## config.mk

```make
export PLATFORM = sky130hd
export DESIGN_NAME = piece_bag_gen
export DESIGN_NICKNAME = d
export VERILOG_FILES = /design/src/rtl/piece_pkg.sv /design/src/rtl/lfsr_core.sv /design/src/rtl/piece_bag_gen.sv
export SDC_FILE = /design/constraint.sdc
export NUM_CORES = 1
export LEC_CHECK = 0
export CORE_MARGIN = 1
export CORE_UTILIZATION = 40
export CTS_BUF_LIST = sky130_fd_sc_hd__clkbuf_16
export DETAILED_ROUTE_END_ITERATION = 10
export SYNTH_ARGS = -nofsm -noshare
export SYNTH_HDL_FRONTEND = slang
export SYNTH_HIERARCHICAL = 1
export SYNTH_SLANG_ARGS = --single-unit
```

## constraint.sdc

```tcl
create_clock -name clk -period 2.6 [get_ports clk]
set_input_delay 0.39 -clock clk [delete_from_list [all_inputs] [get_ports clk]]
set_output_delay 0.39 -clock clk [all_outputs]
set_load 0.02 [all_outputs]
```

## src/rtl/piece_pkg.sv

```systemverilog
// Shared types and defaults for the 7-bag piece generator.
package piece_pkg;

    localparam int PIECE_ID_W   = 3;
    localparam int PIECE_COUNT  = 7;
    localparam int DEFAULT_LFSR_W = 16;
    localparam logic [15:0] DEFAULT_TAPS = 16'hB400;
    localparam logic [15:0] DEFAULT_SEED = 16'hACE1;

    typedef enum logic [PIECE_ID_W-1:0] {
        P_I = 3'd0,
        P_O = 3'd1,
        P_T = 3'd2,
        P_S = 3'd3,
        P_Z = 3'd4,
        P_J = 3'd5,
        P_L = 3'd6
    } piece_t;

    typedef enum logic [1:0] {
        S_IDLE,
        S_DRAW,
        S_PUSH
    } state_t;

endpackage

```

## src/rtl/lfsr_core.sv

```systemverilog
// Free-running Galois LFSR with reseed; an all-zero seed is replaced so it never locks up.
module lfsr_core #(
    parameter int W = 16,
    parameter logic [W-1:0] TAPS = 16'hB400,
    parameter logic [W-1:0] SEED = 16'hACE1
) (
    input  logic         clk,
    input  logic         reset_n,
    input  logic         load,
    input  logic [W-1:0] load_val,
    output logic [W-1:0] q
);

    localparam logic [W-1:0] SAFE_SEED = (SEED == '0) ? W'(1) : SEED;

    logic [W-1:0] shifted;

    assign shifted = {1'b0, q[W-1:1]} ^ (q[0] ? TAPS : '0);

    always_ff @(posedge clk or negedge reset_n) begin
        if (!reset_n) begin
            q <= SAFE_SEED;
        end else if (load) begin
            q <= (load_val == '0) ? SAFE_SEED : load_val;
        end else begin
            q <= shifted;
        end
    end

endmodule

```

## src/rtl/piece_bag_gen.sv

```systemverilog
// 7-bag piece dealer feeding a head + preview FIFO from an LFSR.
// Optional `define PIECE_PURE_RAND_EN adds a pure_rand input that bypasses the bag rule.
module piece_bag_gen
    import piece_pkg::*;
#(
    parameter int LFSR_W        = DEFAULT_LFSR_W,
    parameter logic [LFSR_W-1:0] TAPS = DEFAULT_TAPS,
    parameter logic [LFSR_W-1:0] SEED = DEFAULT_SEED,
    parameter int NUM_PIECES    = PIECE_COUNT,
    parameter int ID_W          = PIECE_ID_W,
    parameter int PREVIEW_DEPTH = 3,
    parameter int MAX_TRIES     = 4
) (
    input  logic                          clk,
    input  logic                          reset_n,
    input  logic                          block_new,
    input  logic                          seed_load,
    input  logic [LFSR_W-1:0]             seed_in,
`ifdef PIECE_PURE_RAND_EN
    input  logic                          pure_rand,
`endif
    output logic                          piece_valid,
    output logic [ID_W-1:0]               piece_id,
    output logic [PREVIEW_DEPTH*ID_W-1:0] preview_ids,
    output logic [$clog2(PREVIEW_DEPTH+2)-1:0] queue_count
);

    localparam int DEPTH = PREVIEW_DEPTH + 1;
    localparam int CNT_W = $clog2(PREVIEW_DEPTH + 2);
    localparam int TRY_W = $clog2(MAX_TRIES + 2);

    logic [LFSR_W-1:0]     lfsr_q;
    logic                  lfsr_unused;
    logic                  rand_mode;
    state_t                state, state_next;
    logic [TRY_W-1:0]      tries, tries_next;
    logic [ID_W-1:0]       cand, cand_next;
    logic [ID_W-1:0]       draw_id;
    logic                  draw_ok;
    logic [NUM_PIECES-1:0] mask, mask_next, mask_eff, mask_cleared, cand_onehot;
    logic [ID_W-1:0]       fifo      [DEPTH];
    logic [ID_W-1:0]       fifo_next [DEPTH];
    logic [CNT_W-1:0]      count, count_next, tail;
    logic                  valid_q;
    logic                  pop, push;

    lfsr_core #(
        .W    (LFSR_W),
        .TAPS (TAPS),
        .SEED (SEED)
    ) u_lfsr (
        .clk      (clk),
        .reset_n  (reset_n),
        .load     (seed_load),
        .load_val (seed_in),
        .q        (lfsr_q)
    );

`ifdef PIECE_PURE_RAND_EN
    assign rand_mode = pure_rand;
`else
    assign rand_mode = 1'b0;
`endif

    function automatic logic [ID_W-1:0] lowest_set(input logic [NUM_PIECES-1:0] m);
        lowest_set = '0;
        for (int i = NUM_PIECES - 1; i >= 0; i--) begin
            if (m[i]) lowest_set = ID_W'(i);
        end
    endfunction

    assign lfsr_unused  = ^lfsr_q[LFSR_W-1:ID_W];
    assign draw_id      = lfsr_q[ID_W-1:0];
    assign mask_eff     = rand_mode ? '1 : mask;
    assign mask_cleared = mask & ~cand_onehot;
    assign pop          = block_new && (count != '0);
    assign push         = (state == S_PUSH);

    always_comb begin
        draw_ok     = 1'b0;
        cand_onehot = '0;
        for (int i = 0; i < NUM_PIECES; i++) begin
            if (draw_id == ID_W'(i) && mask_eff[i]) draw_ok = 1'b1;
            cand_onehot[i] = (cand == ID_W'(i));
        end
    end

    // Pop shifts the head out; push lands behind whatever survives the pop.
    always_comb begin
        fifo_next  = fifo;
        count_next = count;
        tail       = count;
        if (pop) begin
            for (int i = 0; i < DEPTH - 1; i++) fifo_next[i] = fifo[i+1];
            fifo_next[DEPTH-1] = '0;
            count_next = count - CNT_W'(1);
            tail       = count - CNT_W'(1);
        end
        if (push) begin
            for (int i = 0; i < DEPTH; i++) begin
                if (tail == CNT_W'(i)) fifo_next[i] = cand;
            end
            count_next = count_next + CNT_W'(1);
        end
    end

    // The fallback check comes before acceptance so MAX_TRIES=0 deals in fixed order.
    always_comb begin
        state_next = state;
        tries_next = tries;
        cand_next  = cand;
        mask_next  = mask;
        case (state)
            S_IDLE: begin
                if (count < CNT_W'(DEPTH)) state_next = S_DRAW;
            end
            S_DRAW: begin
                if (tries == TRY_W'(MAX_TRIES)) begin
                    cand_next  = lowest_set(mask_eff);
                    state_next = S_PUSH;
                end else if (draw_ok) begin
                    cand_next  = draw_id;
                    state_next = S_PUSH;
                end else begin
                    tries_next = tries + TRY_W'(1);
                end
            end
            S_PUSH: begin
                tries_next = '0;
                if (!rand_mode) mask_next = (mask_cleared == '0) ? '1 : mask_cleared;
                state_next = (count_next == CNT_W'(DEPTH)) ? S_IDLE : S_DRAW;
            end
            default: state_next = S_DRAW;
        endcase
    end

    always_ff @(posedge clk or negedge reset_n) begin
        if (!reset_n) begin
            state   <= S_DRAW;
            tries   <= '0;
            cand    <= '0;
            mask    <= '1;
            count   <= '0;
            valid_q <= 1'b0;
            for (int i = 0; i < DEPTH; i++) fifo[i] <= '0;
        end else if (seed_load) begin
            state   <= S_DRAW;
            tries   <= '0;
            cand    <= '0;
            mask    <= '1;
            count   <= '0;
            valid_q <= 1'b0;
            for (int i = 0; i < DEPTH; i++) fifo[i] <= '0;
        end else begin
            state   <= state_next;
            tries   <= tries_next;
            cand    <= cand_next;
            mask    <= mask_next;
            count   <= count_next;
            valid_q <= (count_next != '0);
            for (int i = 0; i < DEPTH; i++) fifo[i] <= fifo_next[i];
        end
    end

    always_comb begin
        preview_ids = '0;
        for (int i = 0; i < PREVIEW_DEPTH; i++) begin
            preview_ids[i*ID_W +: ID_W] = fifo[i+1];
        end
    end

    assign piece_valid = valid_q;
    assign piece_id    = fifo[0];
    assign queue_count = count;

endmodule
```

## Word level (Yosys, flattened, before mapping)

Cells that the tools add are included.

| storage, ports and cells | value |
|---|---|
| output and inout bits | 16 |
| register bits | 47 |

| cells by class | value |
|---|---|
| reductions and logical operators | 23 |
| equal/unequal tests | 23 |
| add/sub/neg operators | 3 |
| muxes and demuxes | 45 |
| magnitude comparators | 1 |
| bitwise gates (word level) | 3 |

Operators with widths:

| operator | number |
|---|---|
| 2-to-1 mux 3 bit | 21 |
| 2-to-1 mux 16 bit | 3 |
| 2-to-1 mux 12 bit | 3 |
| equality test 3 bit, second input constant | 8 |
| 2-to-1 mux 7 bit | 3 |
| equality test 3 x 2 -> 1 bit, second input constant | 6 |
| logical NOT 16 bit | 1 |
| bitwise XOR 15 x 16 -> 16 bit | 1 |
| nonzero test 3 bit | 4 |
| equality test 3 x 1 -> 1 bit, second input constant | 3 |
| logical NOT 3 bit | 3 |
| 2-to-1 mux 1 bit | 9 |
| != test 3 bit, second input constant | 3 |
| logical AND 1 bit | 8 |
| 2-to-1 mux 2 bit | 4 |
| AND 7 bit | 1 |
| logical NOT 7 bit | 1 |
| inverter 7 bit | 1 |
| adder 3 x 1 -> 3 bit, second input constant | 2 |
| one-hot mux 2 bit (3 select lines) | 1 |
| one-hot mux 3 bit (2 select lines) | 1 |
| != test 4 bit, second input constant | 1 |
| AND reduction 2 bit | 2 |
| nonzero test 2 bit | 2 |
| 6 further kinds | 6 |

## Logic depth before layout (Yosys ltp)

| depth | value |
|---|---|
| depth in word-level cells | 13 |
| depth in mapped cells | 11 |
| gate-level depth less buffers | 11 |

## By module

Netlist, hierarchy kept.

Modules (own cells, without submodules):

| module | instances | cells each | area each (um^2) |
|---|---|---|---|
| piece_bag_gen | 1 | 214 | 1924.3 |
| lfsr_core | 1 | 43 | 671.9 |

## Least setup slack after synthesis

OpenSTA, ideal clock, no wires.

| timing path | value |
|---|---|
| path type | register -> register |
| start point | register count[0], in the netlist queue_count[0] |
| end point | register state[0] |
| path slack | 129 ps |
| data required time | 2495 ps |
| arrival | 2366 ps |
| stages on the path, launching flop included | 11 |
| path buffers | 0 |
| library setup time | 105 ps |
| cells stage by stage | dfrtp_1 inv_1 ha_1 inv_1 o21a_1 mux2_2 inv_1 ha_1 ha_1 o41ai_1 o311ai_0 |

| between the ends | value |
|---|---|
| longest elaborated chain between the ends | 9 |
| elaborated cells on any way between the ends | 13 |

Ends and longest elaborated chain:

| item | RTL line | source |
|---|---|---|
| from (decl) | piece_bag_gen.sv:43 | `logic [CNT_W-1:0] count, count_next, tail;` |
| from (signal assigned) | piece_bag_gen.sv:159 | `count <= count_next;` |
| parallel branches: the longest is 9 deep, another holds subtractor 3 x 1 -> 3 bit | n/a |  |
| to (signal assigned) | piece_bag_gen.sv:155 | `state <= state_next;` |
| to (decl) | piece_bag_gen.sv:35 | `state_t state, state_next;` |

Several ways; the timed one is not identified.
A chain may end at the register's enable or synchronous reset.

## Worst setup path after layout

| timing path | value |
|---|---|
| start point | register count[1], in the netlist queue_count[1] |
| end point | register state[0] |

Same word-level chain as after synthesis.

==> metrics.cfg <==
[status]
status = completed

[layout]
diodes = 0
areaGrowthSynthToFinish_pct = 24.6
fill_cells = 537
layout.nets = 323
final_common_cell = nand2_1
layout.cells.most_common_list = nand2_1, clkdlybuf4s50_1, dfrtp_1
drive_gt1_frac = 0.186

[synth]
syn_area_mm2 = 0.00260
synth_seq_area_share = 0.461
synth-main-ff-cell = dfrtp_1
synth_edf_count = 0
async_flop_share = 1.00
ys_seq_elements = 47
syn_nets = 286
ys_types = 58
ys_warn_count = 6
avgSynthCellArea_um2 = 10.1
synthCells = 257

[setup_path]
critPathLaunch = queue_count[1]$_DFF_PN0_
r2r_cells = 10
cp-start-kind = register
cp_max_fo = 5
critPathRequiredTime_ns = 2.77
endpoint_kind = register
crit_type = register to register
r2r-start = queue_count[1]$_DFF_PN0_
critPathArrivalTime_ns = 2.57

[sta]
worstMarginPinSlew_ns = 1.04
drv_slew = 0
post-route-period-util = 0.925
rsz0062_at_grt = no
hold_ws_ns = 0.0997
finalSetupTns_ns = 0
slew_headroom = 0.301
finalSetupViolCount = 0
hold_viol = 0
finClkSkew_ns = 0.00797
min_period_ns = 2.40
fmax_mhz = 416

[global_routing]
met1_usage = 0.275
antenna_found_initial = 0
grt_use_total = 0.179
met2_usage = 0.248
busiest_layer = met1
grt_pass1_wl_um = 9130
grt_pass1_vias = 1886
grt_overflow = 0
grt_max_degree = 26
grt_util_met3 = 0.0363

[drt]
drt_first_iter_violations = 83
drc_errors = 0
vias = 2010
post_drt_via_cell_ratio = 5.43
wirelength_um = 5410
postRouteAntennaNets = 0
dr.pass1.iters = 4
wire_per_inst_um = 14.6

[floorplan]
ios = 36
fp.dieW_um = 82.6
coreArea_mm2 = 0.00610
die-area_mm2 = 0.00682
start_util = 0.426
rows = 28
die-height_um = 82.6

[worst_hold_path]
hold_class = input port to async pin

[placement]
post-dp-hpwl_um = 3840
io_buffers = 35
globalplace.congestion = 0.799

[clocking]
cts-htree-levels = 2
cts_root_buf = clkbuf_16
cts_tree = yes
clock_latency_ns = 0.28
post_cts_buffers = 0
clock_path_buffers = 2
cts_resized = 0
cts_buffers = 5
cts.hold.buffers_added = 0
clk_pin_slew_worst_paths_ns = 0.06
clock-sinks = 47

[flow_run]
cap_violations = 0

[power]
vdd_ir_drop_max_v = 0.000586
p_per_area_mw_per_mm2 = 742
leakage_nw = 1.31

[report_power, final]
group | switching, W | leakage, nW | internal [W]
Sequential | 0.0000933 | 0.576 | 0.000826
Clock | 0.000265 | 0.0952 | 0.000547
Combinational | 0.000363 | 0.642 | 0.000306
Total | 0.000721 | 1.31 | 0.00168
[stage by stage]
step	power [W]	util	instance area [µm²]	setup slack (ns)	std cells
global route	0.00254	0.531	3230	0.0474	370
floorplan	0.00135	-	2600	0.129	257
CTS	0.00241	0.529	3230	0.0439	370
global placement	0.00159	0.498	3040	0.0655	362
detailed placement	0.00159	0.498	3040	0.00317	362
finish	0.00240	0.531	3230	0.196	370
[sequential cells by signal (all words and copies together) (netlist names)]
name / cells
mask: 7
cand: 3
piece_valid: 1
u_lfsr/q: 16
piece_id: 3
preview_ids: 9
queue_count: 3
state: 2
tries: 3
[cell usage after synthesis (2+ instances only)]
library cell	number	area, µm²
nand2_1	37	139
dfrtp_1	31	776
nor2_1	25	93.8
dfstp_2	16	420
o21ai_0	12	60.1
inv_1	11	41.3
a311oi_1	10	87.6
mux2_2	10	113
ha_1	9	113
o22a_1	7	61.3
a21oi_1	6	30.0
clkbuf_1	6	22.5
mux2i_1	6	60.1
nand2b_1	4	25.0
a31oi_1	3	18.8
a32oi_1	3	26.3
and2_1	3	18.8
nand3_1	3	15.0
nand3b_1	3	22.5
o311ai_0	3	26.3
o31ai_1	3	22.5
or4_4	3	33.8
buf_2	2	10.0
clkbuf_2	2	10.0
nor3_1	2	10.0
nor3b_1	2	15.0
o32ai_1	2	17.5
o41ai_1	2	17.5
xor2_1	2	17.5
[final timing paths]
kind / to / slack (ns)
worst max-delay path: state[0]$_DFFE_PN1P_ / 0.20
worst min-delay path: u_lfsr/q[12]$_DFF_PN0_ / 0.1
worst max register to register: state[0]$_DFFE_PN1P_ / 0.20
worst min register to register: u_lfsr/q[8]$_DFF_PN0_ / 0.48
max in group asynchronous: state[0]$_DFFE_PN1P_ / 1.90
min in group clk: u_lfsr/q[8]$_DFF_PN0_ / 0.48
[critical path: stages, from the launching register on]
cell      delay, ns
dfrtp_1        0.40
inv_1          0.10
ha_1           0.16
inv_1          0.05
o21a_2         0.25
mux2_2         0.27
inv_1          0.06
ha_1           0.18
ha_1           0.32
o41ai_2        0.30
o311ai_0       0.21
[area by class of cell]
class	instances	area (µm²)	area share
clock buffer	5	125	0.0387
sequential	47	1200	0.370
tap	75	93.8	0.0290
multi-input combinational	186	1300	0.401
timing repair buffer	43	418	0.129
clock inverter	3	63.8	0.0197
inverter	11	41.3	0.0128
[routing by layer]
layer  routed length, µm  vias up
met5                   0        -
met4                  72        0
met3                 208        7
met2                2280       37
met1                2840      954
li1                    -     1012
[cells by family (layout without fill, tap and decap cells)]
group | count (synthesis) | count (layout) | synth area share
AOI/OAI and AO/OA | 66 | 66 | 0.200
xor gates and xnor gates | 4 | 4 | 0.0164
DFF | 47 | 47 | 0.461
and+or+nand+nor | 91 | 91 | 0.169
adders and majority gates | 9 | 9 | 0.0434
buffers and inverters | 24 | 62 | 0.0434
muxes | 16 | 16 | 0.0665
(Power assumes the default switching activity.)
